$ cat config.mk
export PLATFORM = sky130hd
export DESIGN_NAME = pong_match_controller
export DESIGN_NICKNAME = d
export VERILOG_FILES = /design/src/rtl/pong_match_controller.sv
export SDC_FILE = /design/constraint.sdc
export NUM_CORES = 1
export LEC_CHECK = 0
export CAP_MARGIN = 40
export CORE_UTILIZATION = 54
export CTS_CLUSTER_SIZE = 14
export DETAILED_ROUTE_END_ITERATION = 8
export MAX_ROUTING_LAYER = met4
export PLACE_DENSITY = 0.84
export SYNTH_ARGS = -nofsm -noshare
export SYNTH_HDL_FRONTEND = slang
export SYNTH_SLANG_ARGS = --single-unit
$ cat constraint.sdc
create_clock -name i_clk -period 3.54 [get_ports i_clk]
set_input_delay 0.708 -clock i_clk [delete_from_list [all_inputs] [get_ports i_clk]]
set_output_delay 0.708 -clock i_clk [all_outputs]
set_load 0.01 [all_outputs]
$ cat src/rtl/pong_match_controller.sv
// Pong match sequencer: serve countdown, play gating, point/win detection.
// Optional pause/resume support is built when PONG_PAUSE_EN is defined.
module pong_match_controller #(
    parameter int unsigned SERVE_FRAMES = 60,
    parameter int unsigned WIN_SCORE    = 7
) (
    input  logic       i_clk,
    input  logic       i_reset,
    input  logic       i_frame_tick,
    input  logic       i_start_btn,
    input  logic       i_pause_btn,
    input  logic [3:0] i_score1,
    input  logic [3:0] i_score2,
    output logic       o_logic_en,
    output logic       o_logic_rst,
    output logic [2:0] o_state,
    output logic [1:0] o_winner,
    output logic [7:0] o_countdown
);

    localparam int unsigned SCORE_W = 4;
    localparam int unsigned CNT_W   = 8;
    localparam int unsigned WIN_W   = 2;

    localparam logic [CNT_W-1:0]   SERVE_LOAD = CNT_W'(SERVE_FRAMES);
    localparam logic [SCORE_W-1:0] WIN_LVL    = SCORE_W'(WIN_SCORE);

    typedef enum logic [2:0] {
        ST_IDLE  = 3'd0,
        ST_SERVE = 3'd1,
        ST_PLAY  = 3'd2,
        ST_PAUSE = 3'd3,
        ST_OVER  = 3'd4
    } state_t;

    state_t             r_state;
    state_t             w_state_nxt;
    logic [CNT_W-1:0]   r_countdown;
    logic [CNT_W-1:0]   w_countdown_nxt;
    logic [WIN_W-1:0]   r_winner;
    logic [WIN_W-1:0]   w_winner_nxt;
    logic               r_logic_en;
    logic               w_logic_en_nxt;
    logic               r_logic_rst;
    logic               r_start_q;
    logic [SCORE_W-1:0] r_s1_q;
    logic [SCORE_W-1:0] r_s2_q;
    logic               w_start_edge;
    logic               w_score_chg;

    assign w_start_edge = i_start_btn & ~r_start_q;
    assign w_score_chg  = (i_score1 != r_s1_q) | (i_score2 != r_s2_q);

`ifdef PONG_PAUSE_EN
    logic r_pause_q;
    logic r_ret_play;
    logic w_ret_play_nxt;
    logic w_pause_edge;

    assign w_pause_edge = i_pause_btn & ~r_pause_q;

    // Pause button history and the state to resume into (0 SERVE, 1 PLAY)
    always_ff @(posedge i_clk) begin
        if (i_reset) begin
            r_pause_q  <= 1'b0;
            r_ret_play <= 1'b0;
        end else begin
            r_pause_q  <= i_pause_btn;
            r_ret_play <= w_ret_play_nxt;
        end
    end
`else
    logic w_unused_pause;
    assign w_unused_pause = i_pause_btn;
`endif

    // Next-state and next-output logic
    always_comb begin
        w_state_nxt     = r_state;
        w_countdown_nxt = r_countdown;
        w_winner_nxt    = r_winner;
        w_logic_en_nxt  = 1'b0;
`ifdef PONG_PAUSE_EN
        w_ret_play_nxt  = r_ret_play;
`endif
        case (r_state)
            ST_IDLE: begin
                w_winner_nxt = '0;
                if (w_start_edge) begin
                    w_state_nxt     = ST_SERVE;
                    w_countdown_nxt = SERVE_LOAD;
                end
            end
            ST_SERVE: begin
`ifdef PONG_PAUSE_EN
                if (w_pause_edge) begin
                    w_state_nxt    = ST_PAUSE;
                    w_ret_play_nxt = 1'b0;
                end else
`endif
                if (r_countdown == '0) begin
                    w_state_nxt = ST_PLAY;
                end else if (i_frame_tick) begin
                    w_countdown_nxt = r_countdown - CNT_W'(1);
                    if (r_countdown == CNT_W'(1)) begin
                        w_state_nxt = ST_PLAY;
                    end
                end
            end
            ST_PLAY: begin
                w_logic_en_nxt = i_frame_tick;
                // A point takes precedence over a simultaneous pause request
                if (w_score_chg) begin
                    if (i_score1 >= WIN_LVL) begin
                        w_state_nxt  = ST_OVER;
                        w_winner_nxt = WIN_W'(1);
                    end else if (i_score2 >= WIN_LVL) begin
                        w_state_nxt  = ST_OVER;
                        w_winner_nxt = WIN_W'(2);
                    end else begin
                        w_state_nxt     = ST_SERVE;
                        w_countdown_nxt = SERVE_LOAD;
                    end
                end
`ifdef PONG_PAUSE_EN
                else if (w_pause_edge) begin
                    w_state_nxt    = ST_PAUSE;
                    w_ret_play_nxt = 1'b1;
                end
`endif
            end
`ifdef PONG_PAUSE_EN
            ST_PAUSE: begin
                if (w_pause_edge) begin
                    w_state_nxt = r_ret_play ? ST_PLAY : ST_SERVE;
                end
            end
`endif
            ST_OVER: begin
                if (w_start_edge) begin
                    w_state_nxt  = ST_IDLE;
                    w_winner_nxt = '0;
                end
            end
            default: begin
                w_state_nxt = ST_IDLE;
            end
        endcase
    end

    // State, output and input-history registers
    always_ff @(posedge i_clk) begin
        if (i_reset) begin
            r_state     <= ST_IDLE;
            r_countdown <= '0;
            r_winner    <= '0;
            r_logic_en  <= 1'b0;
            r_logic_rst <= 1'b1;
            r_start_q   <= 1'b0;
            r_s1_q      <= '0;
            r_s2_q      <= '0;
        end else begin
            r_state     <= w_state_nxt;
            r_countdown <= w_countdown_nxt;
            r_winner    <= w_winner_nxt;
            r_logic_en  <= w_logic_en_nxt;
            r_logic_rst <= (w_state_nxt == ST_IDLE);
            r_start_q   <= i_start_btn;
            r_s1_q      <= i_score1;
            r_s2_q      <= i_score2;
        end
    end

    assign o_state     = r_state;
    assign o_countdown = r_countdown;
    assign o_winner    = r_winner;
    assign o_logic_en  = r_logic_en;
    assign o_logic_rst = r_logic_rst;

endmodule

==> reports/qor.yml, run 1 <==
vdd_ir_drop_max_v: 0.000358
hold_viol: 0
cp-start-kind: "input pin"
antenna_found_initial: 0
htree_num_levels: 1
p_leak_nw: 0.545
worstSkewPairLatency_ns: 0.32
path_cells: "clkdlybuf4s50_1, xnor2_1, nand4_2, o31ai_4, or3_4, a31oi_1"
yosysSeqAreaShare_pct: 36.0
cp.buffers_inverters: 1
gp_congestion: 0.933
fp.coreArea_mm2: 0.00228
route.detailed.drc: 0
cts-root-buf: "clkbuf_4"
synth_area_mm2: 0.00134
synth_top_family_by_area: "simple AND/OR/NAND/NOR gates"
synth-main-ff-cell: "dfxtp_1"
synth-seq-cells: 24
slowest_stage: "clkdlybuf4s50_1"
dr.pass1.iters: 4
worst_ep_required_time_ns: 3.73
area_delta_synth_final_pct: 21.1
antenna_cells: 0
grt_max_degree: 21
finalPower_mw: 0.746
hpwlAfterDp_um: 2070
postCtsSetupBuffers: 0
io_pins: 28
syn_nets: 158
slowest_delay_ns: 0.58
avgSynthCellArea_um2: 9.41
synthXorXnorAreaFrac_pct: 5.24
critPathTopFamily: "compound AO/OA/AOI/OAI gates"
dieHeight_um: 51.7
setup_viol: 0
period_share_pct: 66.6
outcome: "complete, no violations"
clk_pin_slew_worst_paths_ns: 0.13
grt_pass1_vias: 1107
ys_async_sr_fraction_pct: 0
drv_cap: 0
drive_above_1_share_pct: 11.4
synthAdderAreaFrac_pct: 2.81
synth_compound_area_share_pct: 24.2
fin_skew_ns: 0.00234
rsz0062_at_grt: "no"
wire_per_inst_um: 14.8
cts_made_buffers: 3
p_per_area_mw_per_mm2: 461
final_max_slew_viol_count: 0
setup-tns-final_ns: 0
fin_crit_ns: 2.36
io_buffers: 26
n_fill_cell: 186
die_area_mm2: 0.00268
syn_inst: 142
start_util_pct: 58.7
synth_cell_types: 39
synthSimpleGateAreaFrac_pct: 25.2
max_slew_margin_pct: 51.2
via_per_inst: 6.13
cts.sinks: 24
hold_path_class: "register to register"
vias: 1189
grt_pass1_wl_um: 4710
worstSetupPathType: "input pin to register"
wl_um: 2880
core.rowCount: 17
max_freq_mhz: 424
grt_use_total_pct: 24.3
cp.arrival_ns: 2.55
synth_edf_count: 0
cts_resized: 0
cts_buffer_depth: 2
drtIter0Drc: 34
worstPathMaxFanout: 15
cts_tree: "built"
globalRouteOverflowTotal: 0
postCtsHoldBufs: 0
nNetsFinal: 183
end_kind: "register"
yosysWarnings: 0
antenna_left: 0
fp.dieW_um: 51.7
muxShareOfSynthArea_pct: 0
tightest_slew_ns: 0.730
==> power breakdown <==
part,total [mW],switching [mW],internal [mW]
registers,0.323,0.0288,0.294
logic,0.222,0.116,0.106
clock network,0.200,0.0853,0.115
==> registers in the layout (all words and copies together), names as in the netlist <==
| register | flops |
|---|---|
| o_logic_rst | 1 |
| o_state | 3 |
| r_s1_q | 4 |
| o_countdown | 8 |
| o_winner | 2 |
| r_s2_q | 4 |
| o_logic_en | 1 |
| r_start_q | 1 |
==> area by class of cell <==
type                       instances  area, µm²  share of cell area (%)
timing repair buffer              26        260                    16.1
multi-input combinational        106        767                    47.4
clock buffer                       3       22.5                    1.39
sequential                        24        480                    29.7
tap                               28       35.0                    2.17
clock inverter                     1       30.0                    1.86
inverter                           6       22.5                    1.39
==> per-stage QoR <==
step | hold WS [ns] | instances | instance area, µm² | utilization, % | setup WS, ns
after detailed placement | 0.464 | 190 | 1570 | 68.8 | 0.829
after global routing | 0.519 | 194 | 1620 | 71.1 | 1.09
after global placement | 0.453 | 190 | 1570 | 68.8 | 0.899
after CTS | 0.486 | 194 | 1620 | 71.1 | 1.17
after floorplan | 0.486 | 142 | 1340 | - | 1.55
final | 0.486 | 194 | 1620 | 71.1 | 1.18
==> per-layer routing <==
layer	up-vias	global-route usage, %	wire (µm)
met4	0	9.46	48
met5	-	-	0
li1	577	-	-
met2	51	43.5	1470
met1	554	27.1	1210
met3	7	3.51	144
==> logic make-up (layout without fill, tap and decap cells) <==
family / after synthesis / count (layout)
AOI/OAI and AO/OA: 41 / 41
xor gates and xnor gates: 8 / 8
adders and majority gates: 3 / 3
buffers and inverters: 12 / 36
DFF: 24 / 24
and+or+nand+nor: 54 / 54
==> synth_stat cells (2+ instances only) <==
cell      count  area [µm²]
nor2b_1       9        56.3
or3_4         2        22.5
ha_1          3        37.5
o31ai_1       6        45.0
a21oi_2       2        17.5
o21ai_0       4        20.0
or3_1         3        18.8
nor3_1        8        40.0
inv_1         5        18.8
nand2_1       7        26.3
xnor2_1       8        70.1
clkbuf_8      2        27.5
o311ai_0      2        17.5
buf_6         3        33.8
a31oi_1       6        37.5
nand3_1       3        15.0
a31oi_2       2        25.0
dfxtp_1      24         480
a21oi_1      10        50.1
or4_1         7        52.6
o211ai_1      2        15.0
nor2_1        7        26.3
==> worst reg2reg max path, delay by kind of cell, from the launching register on <==
kind,cells,cell delay [ns]
DFF,1,0.44
adders and majority gates,1,0.24
and+or+nand+nor,1,0.49
AOI/OAI and AO/OA,3,0.72
buffers and inverters,1,0.13
==> layout by cell type (no fill, tap or decap), types with 4 or more instances in the layout <==
| cell | n |
|---|---|
| clkdlybuf4s50_1 | 26 |
| dfxtp_1 | 24 |
| a21oi_1 | 10 |
| nor2b_1 | 9 |
| nor3_1 | 8 |
| xnor2_1 | 8 |
| nor2_1 | 7 |
| nand2_1 | 7 |
| or4_1 | 7 |
| a31oi_1 | 6 |
| o31ai_1 | 6 |
| inv_1 | 5 |
| o21ai_0 | 4 |
==> final timing paths <==
kind,from,endpoint,slack [ns],cells past startpoint
max reg2reg,o_countdown[0]$_SDFFE_PP0P_,o_countdown[4]$_SDFFE_PP0P_,1.45,6
max,i_score1[2],o_countdown[4]$_SDFFE_PP0P_,1.18,6
min reg2reg,o_winner[0]$_SDFFE_PP0P_,o_winner[0]$_SDFFE_PP0P_,0.49,2
min,o_winner[0]$_SDFFE_PP0P_,o_winner[0]$_SDFFE_PP0P_,0.49,2
Power figures use the tool's default switching activity.
==> run 2: changes to the inputs <==
- CORE_UTILIZATION: 54 -> 45
- PLACE_DENSITY: 0.84 -> 0.75
- clock period: 3.54 -> 2.1 ns (I/O delays scaled with it)
==> run 2 against run 1 <==
Compared with the run above: hold slack about the same; combinational power increased by 90%; worst setup slack got worse by 1.0 ns; non-clock buffer count increased by 16; cell area increased by 7.4%; highest routed layer unchanged.
==> reports/qor.yml, run 2 (synthesized netlist as in run 1, its figures left out) <==
vdd_ir_drop_max_v: 0.000443
largest_reg_flops: 8
p_int_mw: 0.820
grt_pass1_vias: 1204
pwr-share-clk_pct: 20.7
drive_above_1_share_pct: 19.2
wl_um: 3020
outcome: "complete, no violations"
drtIter0Drc: 58
power_switching_mw: 0.396
cts_made_buffers: 3
postCtsSetupBuffers: 0
vias: 1254
switching_share_pct: 32.6
cp-start-kind: "register"
cts.sinks: 24
hold_viol: 0
postCtsHoldBufs: 0
hold_path_class: "register to register"
finalPower_mw: 1.22
antenna_cells: 0
via_per_inst: 5.89
die_area_mm2: 0.00319
grt_pass1_wl_um: 5210
final_max_slew_viol_count: 0
final_common_cell: "clkdlybuf4s50_1"
cts-root-buf: "clkbuf_4"
hold_slack_ns: 0.486
period_share_pct: 92.2
antenna_left: 0
cts_buffer_depth: 2
nNetsFinal: 199
rsz0062_at_grt: "no"
seqPwrFrac_pct: 44.6
fin_skew_ns: 0.00191
finalCoreUtilization_pct: 62.5
cp.arrival_ns: 2.20
end_kind: "register"
max_slew_margin_pct: 69.5
layout_common_cells: "clkdlybuf4s50_1, dfxtp_1, buf_4"
dieHeight_um: 56.5
fp.dieW_um: 56.5
grt_max_degree: 16
setup_viol: 0
drv_cap: 0
grt_use_total_pct: 21.1
globalRouteOverflowTotal: 0
setup_ws_ns: 0.164
pwr-share-comb_pct: 34.7
clk_pin_slew_worst_paths_ns: 0.13
p_leak_nw: 0.622
worstPathMaxFanout: 15
dr.pass1.iters: 4
gp_congestion: 0.919
cts_tree: "built"
start_util_pct: 48.0
htree_num_levels: 1
fin_crit_ns: 1.94
hpwlAfterDp_um: 2290
p_per_area_mw_per_mm2: 700
worstSetupPathType: "register to register"
setup-tns-final_ns: 0
io_pins: 28
io_buffers: 26
tightest_slew_ns: 0.455
worstSkewPairLatency_ns: 0.32
route.detailed.drc: 0
core.rowCount: 19
wire_per_inst_um: 14.2
cts_resized: 0
n_fill_cell: 252
worst_ep_required_time_ns: 2.37
antenna_found_initial: 0
area_delta_synth_final_pct: 30.1
max_freq_mhz: 517
pre_cts_ws_ns: -0.187
fp.coreArea_mm2: 0.00278
-- run 2: cell count changes in the layout (fill, tap and decap cells not counted) --
cell / delta
buf_12: +1
clkbuf_8: +1
bufinv_16: -1
buf_4: +15
-- run 2: power by group through the flow --
| stage | Sequential, mW | Combinational, mW | Clock (mW) |
|---|---|---|---|
| after floorplan | 0.553 | 0.249 | 0 |
| after global placement | 0.549 | 0.410 | 0 |
| after detailed placement | 0.552 | 0.421 | 0 |
| after CTS | 0.542 | 0.423 | 0.255 |
| after global routing | 0.550 | 0.463 | 0.276 |
| final | 0.542 | 0.422 | 0.251 |
-- run 2: final cells by class --
class                           count  area (µm²)  area share (%)
Multi-Input combinational cell    106         767            44.1
Sequential cell                    24         480            27.6
Timing Repair Buffer               42         393            22.6
Tap cell                           31        38.8            2.23
Clock buffer                        4        36.3            2.09
Inverter                            6        22.5            1.30
-- run 2: final timing paths --
check                            from  depth (start not counted)                     endpoint  slack (ns)
max             o_state[0]$_SDFF_PP0_                          6  o_countdown[5]$_SDFFE_PP0P_        0.16
min          o_winner[0]$_SDFFE_PP0P_                          2     o_winner[0]$_SDFFE_PP0P_        0.49
max reg2reg     o_state[0]$_SDFF_PP0_                          6  o_countdown[5]$_SDFFE_PP0P_        0.16
min reg2reg  o_winner[0]$_SDFFE_PP0P_                          2     o_winner[0]$_SDFFE_PP0P_        0.49
-- run 2: critical path: stages (launching register included) --
cell,delay [ns]
dfxtp_1,0.55
nor2_1,0.15
a21oi_2,0.24
o31ai_4,0.11
buf_12,0.15
or4_1,0.50
a31oi_1,0.16
-- run 2: layer usage --
metal  global-route usage, %  vias to the layer above  wire, µm
met5                       -                        -         0
met4                    8.71                        0        40
met2                    37.0                       39      1600
met3                    2.07                        5       115
met1                    24.4                      594      1260
li1                        -                      616         -
-- run 2: stage by stage --
stage               cell area, µm²  cells
floorplan                     1340    142
global placement              1700    209
detailed placement            1700    209
CTS                           1740    213
global route                  1740    213
finish                        1740    213
==> run 3: changes to the inputs <==
- CORE_MARGIN: not set -> 2
==> run 3 against run 2 <==
Compared with the run above: utilization down 0.49 points; routed wire length is 2.1% higher; first-iteration DRC count decreased by 14%; clock power down 22%; largest cell class unchanged; critical endpoint unchanged; total power down 4.4%; clock skew is 0.0040 ns higher; sequential share of layout area up 0.22 points.
==> reports/qor.yml, run 3 (synthesized netlist as in run 1, its figures left out) <==
vdd_ir_drop_max_v: 0.000438
grt_max_degree: 16
route.detailed.drc: 0
fin_crit_ns: 1.96
core.rowCount: 19
vias: 1236
p_per_area_mw_per_mm2: 674
dieHeight_um: 58.5
nNetsFinal: 199
end_kind: "register"
cp-start-kind: "input pin"
cpMostUsedCell: "a31oi_2"
largest_reg_flops: 8
antenna_left: 0
max_freq_mhz: 510
io_buffers: 26
postCtsHoldBufs: 0
hold_path_class: "register to register"
drtIter0Drc: 50
pre_cts_ws_ns: -0.198
grt_pass1_wl_um: 4940
slowest_stage: "or4_1"
worst_ep_required_time_ns: 2.35
dr.pass1.iters: 4
io_pins: 28
fp.coreArea_mm2: 0.00278
htree_num_levels: 1
setup_ws_ns: 0.138
n_fill_cell: 246
outcome: "complete, no violations"
cts_made_buffers: 3
final_common_cell: "clkdlybuf4s50_1"
rsz0062_at_grt: "no"
setup_viol: 0
antenna_cells: 0
critPathTopFamily: "compound AO/OA/AOI/OAI gates"
postCtsSetupBuffers: 0
cp.buffers_inverters: 1
via_per_inst: 5.83
period_share_pct: 93.4
slowest_delay_ns: 0.49
wl_um: 3080
p_leak_nw: 0.614
tightest_slew_ns: 0.445
dpl-instance-area_mm2: 0.00170
area_delta_synth_final_pct: 29.0
regToRegSetupSlack_ns: 0.15
fp.dieW_um: 58.5
cts-root-buf: "clkbuf_4"
cts_buffer_depth: 2
layout_common_cells: "clkdlybuf4s50_1, dfxtp_1, buf_4"
drv_cap: 0
die_area_mm2: 0.00342
hpwlAfterDp_um: 2440
hold_viol: 0
cts.sinks: 24
globalRouteOverflowTotal: 0
fin_skew_ns: 0.00591
finalPower_mw: 1.16
grt_use_total_pct: 19.4
worstSkewPairLatency_ns: 0.31
start_util_pct: 48.0
grt_pass1_vias: 1161
max_slew_margin_pct: 70.1
antenna_found_initial: 0
wire_per_inst_um: 14.5
cts_resized: 0
worstPathMaxFanout: 12
clk_pin_slew_worst_paths_ns: 0.12
cts_tree: "built"
cp.arrival_ns: 2.21
finalCoreUtilization_pct: 62.0
path_cells: "clkdlybuf4s50_1, a31oi_2, a31oi_2, o21bai_4, or4_1, a31oi_1"
gp_congestion: 0.882
design_area_mm2: 0.00172
final_max_slew_viol_count: 0
worstSetupPathType: "input pin to register"
drive_above_1_share_pct: 18.8
==> run 3: changes by cell type in the layout (fill, tap and decap cells not counted), sizes merged <==
cell,change
clkbuf,-1
==> run 3: path summary, 6_finish.rpt <==
check,start,to,cells past startpoint
worst max-delay path,i_score2[2],o_countdown[5]$_SDFFE_PP0P_,6
worst min-delay path,o_winner[1]$_SDFFE_PP0P_,o_winner[1]$_SDFFE_PP0P_,2
worst max register to register,o_state[0]$_SDFF_PP0_,o_countdown[5]$_SDFFE_PP0P_,6
worst min register to register,o_winner[1]$_SDFFE_PP0P_,o_winner[1]$_SDFFE_PP0P_,2
==> run 3: final cells by class <==
class	instances	area (µm²)	share of cell area, %
inverters	6	22.5	1.31
repair buffers	42	393	22.8
flip-flops and latches	24	480	27.9
clock buffers	3	22.5	1.31
well taps	31	38.8	2.25
multi-input cells	106	767	44.5
==> run 3: worst register-to-register path, stage by stage, from the launching register on <==
cell	delay, ns
dfxtp_1	0.57
nor2_1	0.14
a21oi_2	0.24
o31ai_4	0.11
buf_12	0.15
or4_1	0.51
a31oi_1	0.16
==> run 3: per-stage QoR <==
step | hold slack [ns] | instances | setup TNS (ns)
global route | 0.525 | 212 | 0
detailed placement | 0.471 | 209 | -1.79
floorplan | 0.486 | 142 | 0
global placement | 0.453 | 209 | -0.988
CTS | 0.489 | 212 | 0
finish | 0.492 | 212 | 0
==> run 3: routing by layer <==
layer	up-vias	wire length (µm)	global-route usage [%]
met5	-	0	-
met1	577	1290	22.0
met2	42	1540	31.9
li1	608	-	-
met4	0	99	12.3
met3	9	150	2.86
==> run 3: power breakdown <==
| group | total (mW) | switching (mW) | internal, mW |
|---|---|---|---|
| Clock | 0.197 | 0.129 | 0.0671 |
| Sequential | 0.542 | 0.0462 | 0.496 |
| Combinational | 0.424 | 0.205 | 0.218 |
| Total | 1.16 | 0.381 | 0.781 |
